`config.mk`:
```
export PLATFORM = sky130hd
export DESIGN_NAME = tone_driver_flat
export DESIGN_NICKNAME = d
export VERILOG_FILES = /design/src/rtl/tone_driver_if.sv /design/src/rtl/tone_driver.sv /design/src/flat_wrapper.sv
export SDC_FILE = /design/constraint.sdc
export NUM_CORES = 1
export LEC_CHECK = 0
export BUFFER_PORTS_ARGS = -buffer_cell sky130_fd_sc_hd__buf_2
export CORE_UTILIZATION = 51
export DETAILED_ROUTE_END_ITERATION = 10
export PLACE_DENSITY = 0.81
export SKIP_LAST_GASP = 1
export SLEW_MARGIN = 0
export SYNTH_ARGS = -nofsm -noshare
export SYNTH_HDL_FRONTEND = slang
export SYNTH_SLANG_ARGS = --single-unit
```
`constraint.sdc`:
```
create_clock -name clk -period 2.3 [get_ports clk]
set_input_delay 0.115 -clock clk [delete_from_list [all_inputs] [get_ports clk]]
set_output_delay 0.115 -clock clk [all_outputs]
set_load 0.01 [all_outputs]
```
`src/rtl/tone_driver_if.sv`:
```
// rtl/tone_driver_if.sv - tick/mute inputs and speaker outputs of the tone driver
interface tone_driver_if;
  logic       at_max;
  logic       mute;
  logic       speaker;
  logic       square;
  logic [3:0] vol;
  logic       active;

  // Game-side logic: drives the oscillator tick and mute, watches the pin outputs.
  modport master (
    output at_max,
    output mute,
    input  speaker,
    input  square,
    input  vol,
    input  active
  );

  // Tone driver itself.
  modport slave (
    input  at_max,
    input  mute,
    output speaker,
    output square,
    output vol,
    output active
  );
endinterface

```
`src/rtl/tone_driver.sv`:
```
// rtl/tone_driver.sv - square-wave tone with decaying PWM volume and silence timeout
module tone_driver #(
  parameter int         SILENCE_CYCLES = 512,
  parameter int         DECAY_EDGES    = 64,
  parameter logic [3:0] VOL_MAX        = 4'd15,
  parameter logic [3:0] VOL_MIN        = 4'd1
) (
  input  logic        clk,
  input  logic        nRst,
  tone_driver_if.slave bus
);

  localparam int SIL_W  = (SILENCE_CYCLES > 1) ? $clog2(SILENCE_CYCLES) : 1;
  localparam int EDGE_W = (DECAY_EDGES > 1) ? $clog2(DECAY_EDGES) : 1;
  localparam logic [SIL_W-1:0]  SIL_LAST  = SIL_W'(SILENCE_CYCLES - 1);
  localparam logic [EDGE_W-1:0] EDGE_LAST = EDGE_W'(DECAY_EDGES - 1);

  typedef enum logic {
    IDLE = 1'b0,
    PLAY = 1'b1
  } state_t;

  state_t              state_q, state_d;
  logic                square_q, square_d;
  logic [3:0]          vol_q, vol_d;
  logic [3:0]          pwm_cnt_q, pwm_cnt_d;
  logic [EDGE_W-1:0]   edge_cnt_q, edge_cnt_d;
  logic [SIL_W-1:0]    sil_cnt_q, sil_cnt_d;

  // State and counter registers; reset clears everything, including mid-tone.
  always_ff @(posedge clk) begin
    if (!nRst) begin
      state_q    <= IDLE;
      square_q   <= 1'b0;
      vol_q      <= 4'd0;
      pwm_cnt_q  <= 4'd0;
      edge_cnt_q <= '0;
      sil_cnt_q  <= '0;
    end else begin
      state_q    <= state_d;
      square_q   <= square_d;
      vol_q      <= vol_d;
      pwm_cnt_q  <= pwm_cnt_d;
      edge_cnt_q <= edge_cnt_d;
      sil_cnt_q  <= sil_cnt_d;
    end
  end

  // Next-state logic: mute beats a tick, a tick beats the silence timeout.
  always_comb begin
    state_d    = state_q;
    square_d   = square_q;
    vol_d      = vol_q;
    pwm_cnt_d  = pwm_cnt_q;
    edge_cnt_d = edge_cnt_q;
    sil_cnt_d  = sil_cnt_q;

    case (state_q)
      IDLE: begin
        square_d   = 1'b0;
        vol_d      = 4'd0;
        pwm_cnt_d  = 4'd0;
        edge_cnt_d = '0;
        sil_cnt_d  = '0;
        if (bus.at_max && !bus.mute) begin
          // Entry tick starts the tone but is not counted toward decay.
          state_d  = PLAY;
          square_d = 1'b1;
          vol_d    = VOL_MAX;
        end
      end

      PLAY: begin
        pwm_cnt_d = pwm_cnt_q + 4'd1;
        if (bus.mute) begin
          state_d    = IDLE;
          square_d   = 1'b0;
          vol_d      = 4'd0;
          pwm_cnt_d  = 4'd0;
          edge_cnt_d = '0;
          sil_cnt_d  = '0;
        end else if (bus.at_max) begin
          square_d  = ~square_q;
          sil_cnt_d = '0;
          if (edge_cnt_q == EDGE_LAST) begin
            edge_cnt_d = '0;
            if (vol_q > VOL_MIN) begin
              vol_d = vol_q - 4'd1;
            end
          end else begin
            edge_cnt_d = edge_cnt_q + 1'b1;
          end
        end else if (sil_cnt_q == SIL_LAST) begin
          state_d    = IDLE;
          square_d   = 1'b0;
          vol_d      = 4'd0;
          pwm_cnt_d  = 4'd0;
          edge_cnt_d = '0;
          sil_cnt_d  = '0;
        end else begin
          sil_cnt_d = sil_cnt_q + 1'b1;
        end
      end

      default: begin
        state_d = IDLE;
      end
    endcase
  end

  // Outputs come straight from registers; speaker gating has no input path.
  assign bus.square  = square_q;
  assign bus.vol     = vol_q;
  assign bus.active  = (state_q == PLAY);
  assign bus.speaker = square_q && (state_q == PLAY) && (pwm_cnt_q < vol_q);

endmodule

```
`src/flat_wrapper.sv`:
```
// flat-port wrapper written by rule: the top's interface ports become plain ports
module tone_driver_flat 
#(
  parameter int         SILENCE_CYCLES = 512,
  parameter int         DECAY_EDGES    = 64,
  parameter logic [3:0] VOL_MAX        = 4'd15,
  parameter logic [3:0] VOL_MIN        = 4'd1
)
  (clk, nRst, bus_at_max, bus_mute, bus_speaker, bus_square, bus_vol, bus_active);
  tone_driver_if bus_i ();
  input  logic clk;
  input  logic nRst;
  input wire logic [$bits(bus_i.at_max)-1:0] bus_at_max;
  input wire logic [$bits(bus_i.mute)-1:0] bus_mute;
  output wire logic [$bits(bus_i.speaker)-1:0] bus_speaker;
  output wire logic [$bits(bus_i.square)-1:0] bus_square;
  output wire logic [$bits(bus_i.vol)-1:0] bus_vol;
  output wire logic [$bits(bus_i.active)-1:0] bus_active;
  assign bus_i.at_max = bus_at_max;
  assign bus_i.mute = bus_mute;
  assign bus_speaker = bus_i.speaker;
  assign bus_square = bus_i.square;
  assign bus_vol = bus_i.vol;
  assign bus_active = bus_i.active;
  tone_driver #(.SILENCE_CYCLES(SILENCE_CYCLES), .DECAY_EDGES(DECAY_EDGES), .VOL_MAX(VOL_MAX), .VOL_MIN(VOL_MIN)) u_core (.clk(clk), .nRst(nRst), .bus(bus_i));
endmodule
```
# --- Yosys cells after proc, flatten, opt, wreduce, memory -nomap -nowiden ---
# Cells that the tools add are included.
word_totals:
  mem_bits_rw: 0
  romBits: 0
  word_cells: 53
  ff_bits: 25
  out_inout_bits: 7
  latch_bits: 0
  memories: 0
classes:
  div: 0
  mux: 29
  n_eq_ne: 5
  order_cmp: 2
  n_mul: 0
  shifts: 0
  addsub: 4
  bitwise_logic: 2
  n_reduce_logical: 5
ops:
  columns: ["operator", "count"]
  rows:
  - ["$mux 4", 9]
  - ["$mux 9", 3]
  - ["$mux 6", 4]
  - ["$pmux 9 s2", 1]
  - ["$pmux 4 s2", 2]
  - ["$ne 4x4->1 const B", 3]
  - ["$pmux 6 s2", 1]
  - ["$add 9x1->9 const B", 1]
  - ["$eq 9x9->1 const B", 1]
  - ["$mux 1", 7]
  - ["$add 6x1->6 const B", 1]
  - ["$eq 6x6->1 const B", 1]
  - ["$add 4x1->4 const B", 1]
  - ["$gt 4x1->1 const B", 1]
  - ["$lt 4x4->1", 1]
  - ["$pmux 1 s2", 2]
  - ["$sub 4x1->4 const B", 1]
  - ["$logic_and 1x1->1", 3]
  - ["$reduce_and 3->1", 1]
  - ["$not 1->1", 2]
  - ["$logic_not 1->1", 1]

# --- Depth between registers and ports, before layout ---
logic_depth:
  depth_word: 6
  depth_mapped: 10
  depth_no_buf: 10

# --- Worst setup path after synthesis ---
# No wires, ideal clock.
synth_path:
  path_type: "register -> register"
  startpoint: "reg u_core.sil_cnt_q[0]"
  endpoint: "reg u_core.vol_q[3], in the netlist u_core.bus.vol[3]"
  required_time_ns: 2.184
  setup_slack_ns: -0.152
  path_stages_with_launch: 11
  t_arrival_ns: 2.336
  period_less_slack_ns: 2.452
  n_path_buf: 1
  cell_sequence: "dfxtp_1 -> ha_1 -> nand3_1 -> nor2_1 -> and3_1 -> ha_1 -> or4b_2 -> and3_1 -> clkbuf_2 -> a21oi_1 -> and3b_1"
synth_via:
  elab_chain_len: 3
synth_lines:
  columns: ["element", "line", "source"]
  rows:
  - ["from (decl)", "tone_driver.sv:28", "logic [SIL_W-1:0] sil_cnt_q, sil_cnt_d;"]
  - ["from (signal assigned)", "tone_driver.sv:45", "sil_cnt_q <= sil_cnt_d;"]
  - ["$eq 9x9->1", "tone_driver.sv:93", "end else if (sil_cnt_q == SIL_LAST) begin"]
  - ["$ne 4x4->1 (no line)", null, null]
  - ["$reduce_and 3->1 (no line)", null, null]
  - ["to (signal assigned)", "tone_driver.sv:42", "vol_q <= vol_d;"]
  - ["to (decl)", "tone_driver.sv:25", "logic [3:0] vol_q, vol_d;"]
# Every way passes these cells.
# A chain may end at the register's enable or synchronous reset.

# --- Final worst setup path ---
layout_path:
  startpoint: "reg u_core.sil_cnt_q[1]"
  endpoint: "reg u_core.vol_q[3], in the netlist u_core.bus.vol[3]"
# Same word-level chain as after synthesis.

==> metrics.md <==
| Metric | Value |
|---|---|
| Run status | `finished clean` |
| Total GRT Usage | `20.5%` |
| Crit Path Max Fanout | `5` |
| HP Class | `input port to flop` |
| Io pins | `11` |
| Setup WS post-layout | `0.0778 ns` |
| Crit. End Element | `flop` |
| Power Total | `0.711 mW` |
| Post-Place Cell Area | `0.00134 mm2` |
| Largest family of logic cells by synthesized area | `simple AND/OR/NAND/NOR gates` |
| Top_reg_cell synth | `dfxtp_1` |
| N_diodes | `0` |
| Number of max-cap violations | `0` |
| Seq/Total Area, Yosys | `40.7%` |
| Vias | `962` |
| Clk slew on worst S/H paths | `0.14 ns` |
| TritonCTS clock tree | `yes` |
| Height of the die | `51.1 um` |
| Final Cycle Share | `96.6%` |
| Layout cell share with drive strength beyond 1 | `17.3%` |
| First-pass GRT wire length | `3960 um` |
| Final instance area | `0.00139 mm2` |
| Hold buffers post-CTS | `0` |
| Count of final setup violators | `0` |
| DRC Markers | `0` |
| Initial core utilization | `55.0%` |
| Post-Synthesis Cells | `135` |
| Post-synth top area share | `40.7%` |
| Total CTS buffers | `3` |
| Core area | `0.00223 mm2` |
| Ys Warns | `0` |
| CTS Buffer Depth | `2` |
| Worst hold path startpoint | `nRst` |
| Simple-Gate Fraction of Synth Area | `25.8%` |
| Vias in the first global route | `917` |
| Cell variety after synth | `38` |
| Multi-input gate area | `724 um2` |
| FFs w/ async S/R, synth | `0%` |
| FMAX | `450 MHz` |
| Post-Synth XOR/XNOR Area | `7.84%` |
| Nets@finish | `165` |
| FF-to-FF Start | `u_core.sil_cnt_q[1]$_SDFF_PP0_` |
| Drt initial violations | `18` |
| Top post-synthesis cells by area | `dfxtp_1, ha_1, nor2_1, nor2b_1, xor2_1` |
| Worst Clk Skew | `0.00151 ns` |
| Slew headroom | `74.4%` |
| Arr. time, crit path | `2.46 ns` |
| Row Count | `17` |
| R2r setup slk | `0.08 ns` |
| Wire per inst | `13.2 um` |
| Min cycle time layout | `2.22 ns` |
| Final Util | `62.4%` |
| Post-DRT Antenna Nets | `0` |
| Cell Area, Synth | `0.00123 mm2` |
| Chip Width | `51.1 um` |
| Peak supply drop | `420 uV` |
| Sink Count | `25` |
| Leakage power total | `0.583 nW` |
| Final Hold Viols | `0` |
| PD cells | `510 mW/mm2` |
| RSZ-0062 raised after global routing | `yes` |
| Actual slew at the worst max-slew pin | `0.383 ns` |
| Wirelength, routed | `2360 um` |
| First-pass DRT Iterations | `4` |
| Final hold slack | `0.131 ns` |
| Initial antenna violation count | `0` |
| Synthesized Nets | `149` |
| Clock Latency Late Sink | `0.32 ns` |
| Filler instances | `187` |
| Post-synthesis adder-cell area fraction | `10.2%` |
| Synthesized flop and latch total | `25` |
| Setup CP Type | `flop to flop` |
| Post-synthesis mux area share | `1.63%` |
| Die area | `0.00261 mm2` |
| Yosys top cell by area | `dfxtp_1` |
| Buffers on Ports | `10` |
| Cell chosen for the clock root | `clkbuf_4` |
| Post-place setup slack | `0.0279 ns` |
| Synth Area in Compound Gates | `11.0%` |
| Largest net degree at the start of global routing | `16` |
| Register area | `502 um2` |
| Critical Path Source Type | `flop` |
| Crit. Startpoint | `u_core.sil_cnt_q[1]$_SDFF_PP0_` |
| GP Congestion | `0.772` |
| Crit path required time | `2.54 ns` |
| Syn_area_per_cell | `9.10 um2` |
| Slew Limit Fails | `0` |
| Remaining global-route overflow | `0` |
| H-Tree Depth | `1` |
| Final HPWL DP | `1760 um` |
| Syn-to-layout area delta | `13.4%` |
| Number of synthesized flops with an enable pin | `0` |
| DR vias/cell | `5.40` |
[cell type report]
cell class                      count  share of cell area [%]
Clock inverter                      1                   0.539
Multi-Input combinational cell    101                    52.0
Inverter                            6                    1.62
Sequential cell                    25                    36.0
Clock buffer                        3                    1.62
Timing Repair Buffer               14                    5.75
Tap cell                           28                    2.51
[through the flow]
step / std cells / setup TNS (ns)
final: 178 / 0
after global routing: 178 / -0.0125
after CTS: 177 / 0
after detailed placement: 173 / 0
after global placement: 173 / 0
after floorplan: 135 / 0
[per-layer routing]
metal | up-vias | wire (um) | GRT usage (%)
li1 | 498 | - | -
met1 | 448 | 1120 | 26.7
met2 | 11 | 1150 | 33.3
met3 | 5 | 45 | 3.57
met4 | 0 | 39 | 8.33
met5 | - | 0 | 0
[synthesized netlist by cell type, drive strengths merged, types with 3 or more instances]
| cell | n |
|---|---|
| a21oi | 5 |
| and3 | 4 |
| clkbuf | 3 |
| dfxtp | 25 |
| ha | 10 |
| inv | 6 |
| nand2 | 8 |
| nand3 | 7 |
| nor2 | 15 |
| nor2b | 9 |
| o21ai | 5 |
| xnor2 | 5 |
| xor2 | 6 |
[layout by cell type (no fill, tap or decap), types with 2 or more instances in the layout]
cell,netlist,routed
buf_2,0,10
xnor2_1,5,5
nor2b_1,9,9
inv_1,6,6
dfxtp_1,25,24
nand2b_1,2,2
buf_4,0,4
nand4_1,2,2
mux2i_1,2,2
nand2_1,8,8
nand3_1,7,6
nor2_1,15,15
o21ai_0,5,5
a21oi_1,5,5
xor2_1,6,6
and3_1,4,3
clkbuf_4,0,3
ha_1,10,9
[registers in the layout, indices dropped and copies added, names as in the netlist]
name	count
u_core.sil_cnt_q	9
u_core.edge_cnt_q	6
u_core.bus.vol	4
u_core.pwm_cnt_q	4
u_core.bus.active	1
u_core.bus.square	1
[final timing paths]
check	endpoint	cells after the start
min	u_core.edge_cnt_q[4]$_SDFFE_PN0P_	2
max reg2reg	u_core.bus.vol[3]$_SDFFE_PN0P_	9
min reg2reg	u_core.pwm_cnt_q[0]$_SDFF_PP0_	1
max	u_core.bus.vol[3]$_SDFFE_PN0P_	9
[power breakdown]
group,total (mW),internal [mW],switching [mW]
combinational,0.0609,0.0273,0.0336
clock,0.203,0.0665,0.137
sequential,0.447,0.439,0.00754
total,0.711,0.533,0.178
[critical path, stage by stage, from the launching register on]
cell,delay (ns)
dfxtp_1,0.35
ha_2,0.19
nand3_2,0.08
nor2_1,0.07
and3_1,0.20
ha_1,0.20
or4b_4,0.56
and3_4,0.19
a21oi_1,0.11
and3b_1,0.18
[cell families (layout without fill, tap and decap cells)]
family / after synthesis / after routing
xor gates and xnor gates: 11 / 11
buffers and inverters: 9 / 24
adders and majority gates: 10 / 10
DFF: 25 / 25
muxes: 2 / 2
AOI/OAI and AO/OA: 20 / 20
and+or+nand+nor: 58 / 58
[repair_timing]
action | in CTS | in global routing
resized for setup | 0 | 4
endpoints found under the hold margin | 0 | 0
buffers inserted | 0 | 1
setup endpoints to repair | 0 | 10
Power figures use the tool's default switching activity.
